<file path="src/rtl/mdu32_iterative.sv">
// rtl/mdu32_iterative.sv - iterative MULT/MULTU/DIV/DIVU unit with architectural HI/LO
// 32 radix-2 steps in RUN, then a two-cycle FIX: sign/divide-by-zero correction, then HI/LO commit.
module mdu32_iterative #(
  parameter logic [31:0] DBZ_LO   = 32'hFFFF_FFFF,
  parameter bit          DBZ_HI_A = 1'b1
) (
  input  logic        clk,
  input  logic        rst_n,
  input  logic        start,
  input  logic [1:0]  op,
  input  logic [31:0] a,
  input  logic [31:0] b,
  input  logic        hi_we,
  input  logic        lo_we,
  input  logic [31:0] wdata,
  output logic        busy,
  output logic        done,
  output logic [31:0] hi,
  output logic [31:0] lo
);

  typedef enum logic [1:0] {IDLE, RUN, FIX} state_t;

  state_t      state, state_next;
  logic [4:0]  count;
  logic [31:0] acc_hi, acc_lo, opnd, dividend;
  logic        is_div, neg_res, neg_rem, dbz;

  logic        a_neg, b_neg;
  logic [31:0] a_mag, b_mag;
  logic [32:0] mul_sum;
  logic [32:0] div_sh;
  logic        div_ok;
  logic [31:0] div_diff;
  logic [63:0] prod_neg;

  assign busy = (state != IDLE);

  // op[0] set means unsigned, so magnitudes are taken only for MULT/DIV
  assign a_neg = ~op[0] & a[31];
  assign b_neg = ~op[0] & b[31];
  assign a_mag = a_neg ? (32'd0 - a) : a;
  assign b_mag = b_neg ? (32'd0 - b) : b;

  assign mul_sum  = {1'b0, acc_hi} + (acc_lo[0] ? {1'b0, opnd} : 33'd0);
  assign div_sh   = {acc_hi, acc_lo[31]};
  assign div_ok   = (div_sh >= {1'b0, opnd});
  assign div_diff = div_sh[31:0] - opnd;
  assign prod_neg = 64'd0 - {acc_hi, acc_lo};

  always_ff @(posedge clk or negedge rst_n) begin
    if (!rst_n) state <= IDLE;
    else        state <= state_next;
  end

  always_comb begin
    state_next = state;
    unique case (state)
      IDLE:    if (start) state_next = RUN;
      RUN:     if (count == 5'd31) state_next = FIX;
      FIX:     if (count[0]) state_next = IDLE;
      default: state_next = IDLE;
    endcase
  end

  always_ff @(posedge clk or negedge rst_n) begin
    if (!rst_n) begin
      hi       <= 32'd0;
      lo       <= 32'd0;
      done     <= 1'b0;
      count    <= 5'd0;
      acc_hi   <= 32'd0;
      acc_lo   <= 32'd0;
      opnd     <= 32'd0;
      dividend <= 32'd0;
      is_div   <= 1'b0;
      neg_res  <= 1'b0;
      neg_rem  <= 1'b0;
      dbz      <= 1'b0;
    end else begin
      done <= 1'b0;
      unique case (state)
        IDLE: begin
          if (hi_we) hi <= wdata;
          if (lo_we) lo <= wdata;
          if (start) begin
            count    <= 5'd0;
            is_div   <= op[1];
            dividend <= a;
            neg_res  <= a_neg ^ b_neg;
            neg_rem  <= a_neg;
            dbz      <= op[1] & (b == 32'd0);
            acc_hi   <= 32'd0;
            acc_lo   <= op[1] ? a_mag : b_mag;
            opnd     <= op[1] ? b_mag : a_mag;
          end
        end
        RUN: begin
          // count wraps 31 -> 0, which is the first FIX phase
          count <= count + 5'd1;
          if (is_div) begin
            acc_hi <= div_ok ? div_diff : div_sh[31:0];
            acc_lo <= {acc_lo[30:0], div_ok};
          end else begin
            {acc_hi, acc_lo} <= {mul_sum, acc_lo[31:1]};
          end
        end
        FIX: begin
          if (!count[0]) begin
            count <= 5'd1;
            if (!is_div) begin
              if (neg_res) {acc_hi, acc_lo} <= prod_neg;
            end else if (dbz) begin
              acc_lo <= DBZ_LO;
              acc_hi <= DBZ_HI_A ? dividend : 32'd0;
            end else begin
              if (neg_res) acc_lo <= 32'd0 - acc_lo;
              if (neg_rem) acc_hi <= 32'd0 - acc_hi;
            end
          end else begin
            count <= 5'd0;
            hi    <= acc_hi;
            lo    <= acc_lo;
            done  <= 1'b1;
          end
        end
        default: ;
      endcase
    end
  end

endmodule

</file>
<file path="config.mk">
export PLATFORM = sky130hd
export DESIGN_NAME = mdu32_iterative
export DESIGN_NICKNAME = d
export VERILOG_FILES = /design/src/rtl/mdu32_iterative.sv
export SDC_FILE = /design/constraint.sdc
export NUM_CORES = 1
export LEC_CHECK = 0
export CAP_MARGIN = 10
export CORE_MARGIN = 1.5
export CORE_UTILIZATION = 30
export DETAILED_ROUTE_END_ITERATION = 8
export GPL_TIMING_DRIVEN = 1
export PLACE_DENSITY_LB_ADDON = 0.1
export SLEW_MARGIN = 5
export SYNTH_ARGS = -nofsm -noshare
export SYNTH_HDL_FRONTEND = slang
export SYNTH_SLANG_ARGS = --single-unit
</file>
<file path="constraint.sdc">
create_clock -name clk -period 3.8 [get_ports clk]
set_input_delay 0.38 -clock clk [delete_from_list [all_inputs] [get_ports clk]]
set_output_delay 0.38 -clock clk [all_outputs]
set_load 0.05 [all_outputs]
</file>
* Yosys cells after proc, flatten, opt, wreduce, memory -nomap -nowiden
Cells that the tools add are included.
Cells by class: add/sub/neg operators 8, multipliers 0, divide/modulo/power cells 0, $lt $le $gt $ge 1, equal/unequal tests 12, shift operators 0, mux-type cells 37, bitwise gates (word level) 5, reduce and logical (&&, ||, !) cells 12
Operators by type and width (number):
- 2-to-1 mux 32 bit | 24
- one-hot mux 32 bit (3 select lines) | 2
- one-hot mux 32 bit (2 select lines) | 2
- subtractor 1 x 32 -> 32 bit, first input constant | 4
- subtractor 1 x 64 -> 64 bit, first input constant | 1
- adder 32 x 32 -> 33 bit | 1
- >= comparator 33 x 32 -> 1 bit | 1
- logical NOT 32 bit | 1
- subtractor 32 bit | 1
- one-hot mux 5 bit (3 select lines) | 1
- inequality test 2 bit, second input constant | 6
- AND reduction 5 bit | 2
- AND reduction 3 bit | 3
- 2-to-1 mux 2 bit | 3
- inequality test 3 bit, second input constant | 2
- one-hot mux 2 bit (3 select lines) | 1
- adder 5 x 1 -> 5 bit, second input constant | 1
- equality test 5 bit, second input constant | 1
- 2-to-1 mux 5 bit | 1
- inequality test 4 bit, second input constant | 1
- AND reduction 2 bit | 2
- nonzero test 2 bit | 2
- AND 1 bit | 3
- 2-to-1 mux 1 bit | 3
- 6 further kinds | 6
Word-level totals: register bits 204, bits in latches 0, bits in writable memories 0, ROM bits 0, input port bits 103, word-level logic and storage cells 88, memories 0

* Longest topological paths before layout
Gate-level depths: netlist (run 1).
word-level depth 6, mapped depth 15, depth with buffers taken out 13

* Worst setup path before layout (run 1)
Ideal clock, no wire load.
path type register -> register, start point reg acc_lo[0], end point reg acc_hi[31], arrival 3398 ps, setup slack 292 ps, stages on the path, launching flop included 16, path buffers 3, cell sequence dfrtp_1 clkbuf_1 inv_1 clkbuf_1 nor2_1 ha_1 clkbuf_1 a21o_1 a211oi_1 or3_1 a311oi_1 a31oi_1 o21ai_0 a31oi_1 o311a_1 o41ai_1
On the way: longest elaborated chain between the ends 5
RTL lines:
- from (decl) | line 26 | logic [31:0] acc_hi, acc_lo, opnd, dividend;
- from (signal assigned) | line 94 | acc_lo <= op[1] ? a_mag : b_mag;
- from (signal assigned) | line 103 | acc_lo <= {acc_lo[30:0], div_ok};
- from (signal assigned) | line 105 | {acc_hi, acc_lo} <= {mul_sum, acc_lo[31:1]};
- subtractor 1 x 64 -> 64 bit | line 49 | assign prod_neg = 64'd0 - {acc_hi, acc_lo};
- 2-to-1 mux 32 bit | line 112 | if (neg_res) {acc_hi, acc_lo} <= prod_neg;
- 2-to-1 mux 32 bit | line 111 | if (!is_div) begin
- 2-to-1 mux 32 bit | line 109 | if (!count[0]) begin
- one-hot mux 32 bit (3 select lines) * | line 82 | unique case (state)
- to (signal assigned) | line 112
- to (signal assigned) | line 115 | acc_hi <= DBZ_HI_A ? dividend : 32'd0;
- to (signal assigned) | line 118 | if (neg_rem) acc_hi <= 32'd0 - acc_hi;
- to (decl) | line 26
Every way passes the cells marked *; elsewhere a longest branch is shown, timed or not. The select of a mux whose other input is x is not followed. A chain may end at the register's enable or synchronous reset.

* Worst setup path after layout (run 1)
start point reg opnd[0], end point reg acc_hi[29]
On the way: longest elaborated chain between the ends 4
RTL lines:
- from (decl) | line 26
- from (signal assigned) | line 95 | opnd <= op[1] ? b_mag : a_mag;
- 2-to-1 mux 32 bit, or another cell as far along | line 45 | assign mul_sum = {1'b0, acc_hi} + (acc_lo[0] ? {1'b0, opnd} : 33'd0);
- adder 32 x 32 -> 33 bit or 2-to-1 mux 32 bit (tied branches) | line 45, 102
- 2-to-1 mux 32 bit * | line 101 | if (is_div) begin
- one-hot mux 32 bit (3 select lines) * | line 82
- to (signal assigned) | line 102 | acc_hi <= div_ok ? div_diff : div_sh[31:0];
- to (signal assigned) | line 105
- to (signal assigned) | line 112
Every way passes the cells marked *; elsewhere a longest branch is shown, timed or not.

==> results.py, run 1 <==
metrics = {
    "outcome": {
        "status": "complete, but fails checks",
        "violations": "design-rule violations",
    },
    "timing": {
        "tightest_slew_ns": 0.973,
        "fin_setup_tns_ns": 0,
        "fin_crit_sh_pct": 93.8,
        "slew_violations": 0,
        "whs_ns": 0.331,
        "finClkSkew_ns": 0.0126,
        "rsz0062_at_grt": "no",
        "fmax_mhz": 281,
        "relSlewSlack_pct": 34.9,
        "hold_viol_final": 0,
        "setup_viol": 0,
        "period_needed_ns": 3.56,
    },
    "setup_path": {
        "reg2reg_from": "opnd[0]",
        "endpoint_kind": "register",
        "crit_path_start": "opnd[0]",
        "path_buf_inv": 2,
        "crit_path_top_delay_cell": "or4_1",
        "path_cells": "and2_1 -> ha_1 -> inv_1 -> fa_1 -> nand2b_1 -> a21o_1 -> a211o_1 -> nand3_1 -> a31oi_1 -> o21ai_0 -> a31oi_1 -> buf_4 -> or4_1 -> nand4_1",
        "critPathKind": "register to register",
        "crit_top_cell": "a31oi_1",
        "slowest_delay_ns": 0.41,
        "crit_family": "compound AO/OA/AOI/OAI gates",
        "worstPathRequired_ns": 4.29,
        "arrival_ns": 4.05,
        "endpoint": "acc_hi[29]",
        "path_depth": 14,
        "start_kind": "register",
        "rr_endpoint": "acc_hi[29]",
        "r2r_cells": 14,
        "r2r_setup_slack_ns": 0.24,
        "worstPathMaxFanout": 3,
    },
    "synthesis": {
        "netlist_top_cells_area": "dfrtp_1 29%, a21oi_1 9.3%, o21ai_0 5.6%",
        "synthesis.instances": 2286,
        "yosysTopAreaCellShare_pct": 29.2,
        "synth_edf_count": 0,
        "syn_area_um2": 17500,
        "synthDistinctLibCells": 83,
        "avgSynthCellArea_um2": 7.66,
        "ys_ff_latch": 204,
        "synthArstFlopShare_pct": 100,
        "yosysSeqAreaShare_pct": 29.2,
        "synth_warnings": 0,
        "synth_area_leader_cell": "dfrtp_1",
        "synth_ff_type": "dfrtp_1",
        "synth.net_count": 2465,
    },
    "floorplan": {
        "initial_core_util_pct": 30.3,
        "die_w_um": 245,
        "pin_count": 169,
        "die_y_um": 245,
        "dieArea_um2": 59800,
        "placementRows": 88,
        "core_um2": 57700,
    },
    "clocking": {
        "clkLatencyLatePin_ns": 0.57,
        "ctsResizeCount": 0,
        "clk_pin_slew_ns": 0.06,
        "cts.sinks": 204,
        "clk_path_buf_depth": 3,
        "tritoncts": "done",
        "htree_levels": 1,
        "cts_root_buf": "clkbuf_16",
        "numCtsBuffers": 27,
    },
    "placement": {
        "io_buffer_count": 168,
        "placed_area_um2": 20600,
        "dp.final_hpwl_um": 62500,
        "gp_congestion": 0.952,
    },
    "drt": {
        "drt-pass1-iter-count": 8,
        "drc": 1,
        "vias": 18400,
        "viasPerCell": 5.68,
        "postRouteAntennaNets": 0,
        "wl_per_cell_um": 24.6,
        "routed_wl_um": 80000,
        "drtIter0Drc": 2064,
    },
    "global_route": {
        "grt_use_total_pct": 26.2,
        "grt_pass1_vias": 17500,
        "grt_pass1_wl_um": 117000,
        "grt_overflow": 0,
        "antenna_found_initial": 2,
        "grt_start_max_net_pins": 80,
    },
    "layout": {
        "n_antenna_cell": 0,
        "fillers": 6075,
        "drive_gt1_share_pct": 10.9,
        "fin_area_um2": 21600,
        "nets": 2638,
        "synthToLayoutAreaGrowth_pct": 23.2,
    },
    "power_and_ir_drop": {
        "power_density_nw_per_um2": 950,
        "ir_worst_vdd_uv": 358,
        "power_w": 0.0205,
        "leakage_nw": 8.96,
    },
    "flow_run": {
        "maxCapViolations": 0,
    },
    "min_path": {
        "hp-class": "primary input to register",
    },
}
-- routing by layer --
| metal | track usage (%) | routed length [um] |
|---|---|---|
| met1 | 37.9 | 37200 |
| met2 | 39.4 | 34400 |
| met3 | 3.65 | 5150 |
| met4 | 9.30 | 3170 |
| met5 | 0 | 12 |
-- Yosys cell counts (all sizes together) (10+ instances only) --
master	number
nand3	46
dfrtp	204
xor2	60
nor3	65
o31ai	24
mux2i	51
or4	14
inv	73
nor2b	45
nand2b	13
xnor2	81
and2	16
or3	22
ha	74
and3	13
o21a	11
clkbuf	138
nor4	31
a21oi	325
o221ai	10
or2	13
a211oi	13
buf	21
a21o	35
mux2	55
nand4	15
a31oi	20
o211ai	34
nor2	252
o21ai	198
nand2	188
-- state kept, by name, indices dropped and copies added, names as in the netlist, 2 cells and up --
register	flops
lo	32
count	5
acc_hi	32
dividend	32
opnd	32
state	2
hi	32
acc_lo	32
-- worst register-to-register path, delay by kind of cell (launching register included) --
family / cells / cell delay (ns)
AND/OR/NAND/NOR: 5 / 1.02
flip-flops: 1 / 0.38
buffers and inverters: 2 / 0.25
adder cells (fa/ha/maj): 2 / 0.58
AO/OA/AOI/OAI: 5 / 1.27
-- worst min-delay path by stage --
stage	from	end	slack, ns	cells after the start
2_1_floorplan	rst_n	acc_hi[0]	0.08	0
3_3_place_gp	rst_n	hi[22]	0.40	1
3_5_place_dp	rst_n	hi[21]	0.40	1
4_1_cts	op[1]	is_div	0.30	3
5_1_grt	op[1]	is_div	0.35	3
6_report	op[1]	is_div	0.33	3
-- layout make-up --
cell class / instances / area, um^2 / area share, %
Sequential cell: 204 / 5110 / 23.7
Clock buffer: 39 / 781 / 3.62
Inverter: 76 / 285 / 1.32
Tap cell: 765 / 957 / 4.44
Multi-Input combinational cell: 1847 / 11500 / 53.5
Timing Repair Buffer: 303 / 2750 / 12.7
Clock inverter: 11 / 145 / 0.673
-- timing repair --
| action | CTS | global route |
|---|---|---|
| endpoints found under the hold margin | 75 | 0 |
| setup buffers | 0 | 0 |
| hold buffers | 1 | 0 |
-- logic make-up after synthesis --
family,synth area share (%)
AO/OA/AOI/OAI,25.9
XOR/XNOR,7.05
adder cells (fa/ha/maj),5.52
buffers and inverters,5.13
flip-flops,29.2
multiplexers,6.45
AND/OR/NAND/NOR,20.8
-- placed cells by master, fill, tap and decap left out, types with 63 or more instances in the layout --
| cell type | n |
|---|---|
| a21oi_1 | 323 |
| buf_4 | 130 |
| clkdlybuf4s50_1 | 166 |
| dfrtp_1 | 203 |
| ha_1 | 73 |
| inv_1 | 73 |
| nand2_1 | 187 |
| nor2_1 | 252 |
| nor3_1 | 63 |
| o21ai_0 | 196 |
| xnor2_1 | 81 |
-- stage by stage --
stage	utilization, %	worst slack, ns	cells
after CTS	37.4	0.220	3245
after global placement	35.8	0.290	3194
final	37.4	0.237	3245
after floorplan	-	0.292	2286
after detailed placement	35.8	0.245	3194
after global routing	37.4	0.0574	3245
-- report_power, final --
part           leakage [nW]  internal [W]  switching, W
sequential             2.47       0.00321       0.00101
combinational          6.05       0.00478       0.00878
clock                 0.446       0.00163       0.00109
(Power assumes the default switching activity.)
==> inputs of run 2 (changes only) <==
--- a/config.mk
+++ b/config.mk
@@ -6,6 +6,8 @@
 export NUM_CORES = 1
 export LEC_CHECK = 0
 export CAP_MARGIN = 10
+export CELL_PAD_IN_SITES_DETAIL_PLACEMENT = 1
+export CELL_PAD_IN_SITES_GLOBAL_PLACEMENT = 1
 export CORE_MARGIN = 1.5
 export CORE_UTILIZATION = 30
 export DETAILED_ROUTE_END_ITERATION = 8
==> run 2 against run 1 <==
  * Fmax increased by 0.30%
  * Routed wire length up 5.8%
  * Power increased by 3.6%
  * Register-to-register slack about the same
  * Highest routed layer is now met4
  * Count of clock-buffer cells in the layout rose by 1
  * The run now ends clean
  * Sequential power is 1% higher
  * Critical path type unchanged
  * Critical endpoint unchanged
  * Largest power group unchanged
==> results.py, run 2 (synthesis gave the netlist of run 1 again) <==
metrics = {
    "placement": {
        "dp_cells": 3215,
        "gp_congestion": 0.943,
        "dp.final_hpwl_um": 66600,
        "io_buffer_count": 168,
    },
    "clocking": {
        "clk_path_buf_depth": 3,
        "postCtsSetupRepairBufs": 0,
        "clk_pin_slew_ns": 0.06,
        "cts_root_buf": "clkbuf_16",
        "tritoncts": "done",
        "cts.sinks": 204,
        "clkLatencyLatePin_ns": 0.58,
        "htree_levels": 1,
        "numCtsBuffers": 28,
    },
    "drt": {
        "drc": 0,
        "wl_met2_um": 37400,
        "wl_per_cell_um": 25.9,
        "vias": 18800,
        "wl_met3_um": 4590,
        "drtIter0Drc": 1528,
        "drt-pass1-iter-count": 5,
        "routed_wl_um": 84600,
        "m1WireLength_um": 39500,
        "top_layer_used": "met4",
        "postRouteAntennaNets": 0,
        "viasPerCell": 5.76,
    },
    "layout": {
        "drive_gt1_share_pct": 11.7,
        "final_cell_mix": "323 x a21oi_1, 252 x nor2_1, 203 x dfrtp_1",
        "nets": 2660,
        "mostFrequentLayoutCell": "a21oi_1",
        "instances_no_fill": 3269,
        "synthToLayoutAreaGrowth_pct": 24.6,
    },
    "floorplan": {
        "dieArea_um2": 59800,
        "die_y_um": 245,
        "placementRows": 88,
        "die_w_um": 245,
        "pin_count": 169,
        "core_um2": 57700,
        "initial_core_util_pct": 30.3,
    },
    "setup_path": {
        "crit_path_top_delay_cell": "or4_1",
        "path_depth": 14,
        "crit_top_cell": "a31oi_1",
        "rr_endpoint": "acc_hi[29]",
        "slowest_delay_ns": 0.40,
        "endpoint_kind": "register",
        "crit_path_start": "acc_lo[0]",
        "arrival_ns": 4.06,
        "crit_family": "compound AO/OA/AOI/OAI gates",
        "critPathKind": "register to register",
        "worstPathMaxFanout": 4,
        "path_cells": "and2_1 -> ha_1 -> inv_1 -> fa_1 -> nand2b_1 -> a21o_1 -> a211o_1 -> nand3_1 -> a31oi_1 -> o21ai_0 -> a31oi_1 -> buf_4 -> or4_1 -> nand4_1",
        "start_kind": "register",
        "reg2reg_from": "acc_lo[0]",
        "endpoint": "acc_hi[29]",
        "worstPathRequired_ns": 4.30,
        "r2r_setup_slack_ns": 0.25,
        "path_buf_inv": 2,
        "r2r_cells": 14,
    },
    "flow_run": {
        "maxCapViolations": 0,
    },
    "global_route": {
        "grt_pass1_wl_um": 125000,
        "grt_pass1_vias": 18800,
        "antenna_found_initial": 3,
        "grt_use_total_pct": 27.8,
        "grt_overflow": 0,
        "grt_start_max_net_pins": 101,
    },
    "timing": {
        "setup_viol": 0,
        "fin_crit_sh_pct": 93.5,
        "relSlewSlack_pct": 34.9,
        "finClkSkew_ns": 0.0164,
        "slew_violations": 0,
        "tightest_slew_ns": 0.970,
        "hold_viol_final": 0,
        "fmax_mhz": 282,
        "fin_setup_tns_ns": 0,
        "period_needed_ns": 3.55,
        "rsz0062_at_grt": "no",
    },
    "power_and_ir_drop": {
        "power_density_nw_per_um2": 973,
        "leakage_nw": 9.11,
        "ir_worst_vdd_uv": 414,
    },
    "min_path": {
        "hp-class": "primary input to register",
    },
    "outcome": {
        "status": "complete, no violations",
    },
}
run 2: changes by cell type in the layout (fill, tap and decap cells not counted), moves of 2 or more:
| cell | delta |
|---|---|
| clkinv_4 | +3 |
| clkbuf_16 | +2 |
| clkinvlp_4 | -3 |
| buf_4 | +21 |
| clkbuf_8 | -2 |
| bufinv_16 | +2 |
run 2: worst min path at each step:
stage	from	endpoint	slack (ns)	depth (start not counted)
after floorplan	rst_n	acc_hi[0]	0.08	0
after global placement	count[4]	count[4]	0.46	2
after detailed placement	count[4]	count[4]	0.47	2
after CTS	op[1]	opnd[7]	0.31	3
after global routing	op[1]	opnd[7]	0.36	3
final	op[1]	opnd[7]	0.34	3
run 2: timing repair:
action	4_1_cts	5_1_grt
gates resized for setup	0	0
endpoints found under the hold margin	98	0
hold buffers	1	0
run 2: cell type report:
cell class / instances / area, um^2
fillers: 7020 / 35900
multi-input cells: 1847 / 11500
flip-flops and latches: 204 / 5110
repair buffers: 324 / 2910
well taps: 765 / 957
clock buffers: 40 / 807
inverters: 76 / 285
clock inverters: 12 / 204
diodes: 1 / 2.50
run 2: routing by layer:
metal	up-vias	GRT usage, %
li1	8644	-
met1	9437	39.9
met2	607	43.1
met3	127	2.99
met4	0	9.42
met5	-	0
run 2: metrics by stage:
stage	hold WS, ns	instance area (um^2)	power (W)	worst slack [ns]	utilization [%]
after global placement	0.458	20800	0.0178	0.265	36.0
final	0.338	21800	0.0212	0.248	37.8
after floorplan	0.0844	17500	0.0125	0.292	-
after global routing	0.361	21800	0.0225	0.0632	37.8
after detailed placement	0.467	20800	0.0180	0.218	36.0
after CTS	0.313	21800	0.0211	0.252	37.8
run 2: worst min-delay path: stages:
cell and delay (ns):
buf_2 0.24, a21oi_1 0.17, o21ai_0 0.08
run 2: power breakdown:
group          leakage, nW  total [W]  internal, W  switching, W
Combinational         6.15     0.0140      0.00492       0.00907
Clock                0.494    0.00297      0.00182       0.00115
Sequential            2.47    0.00426      0.00320       0.00106
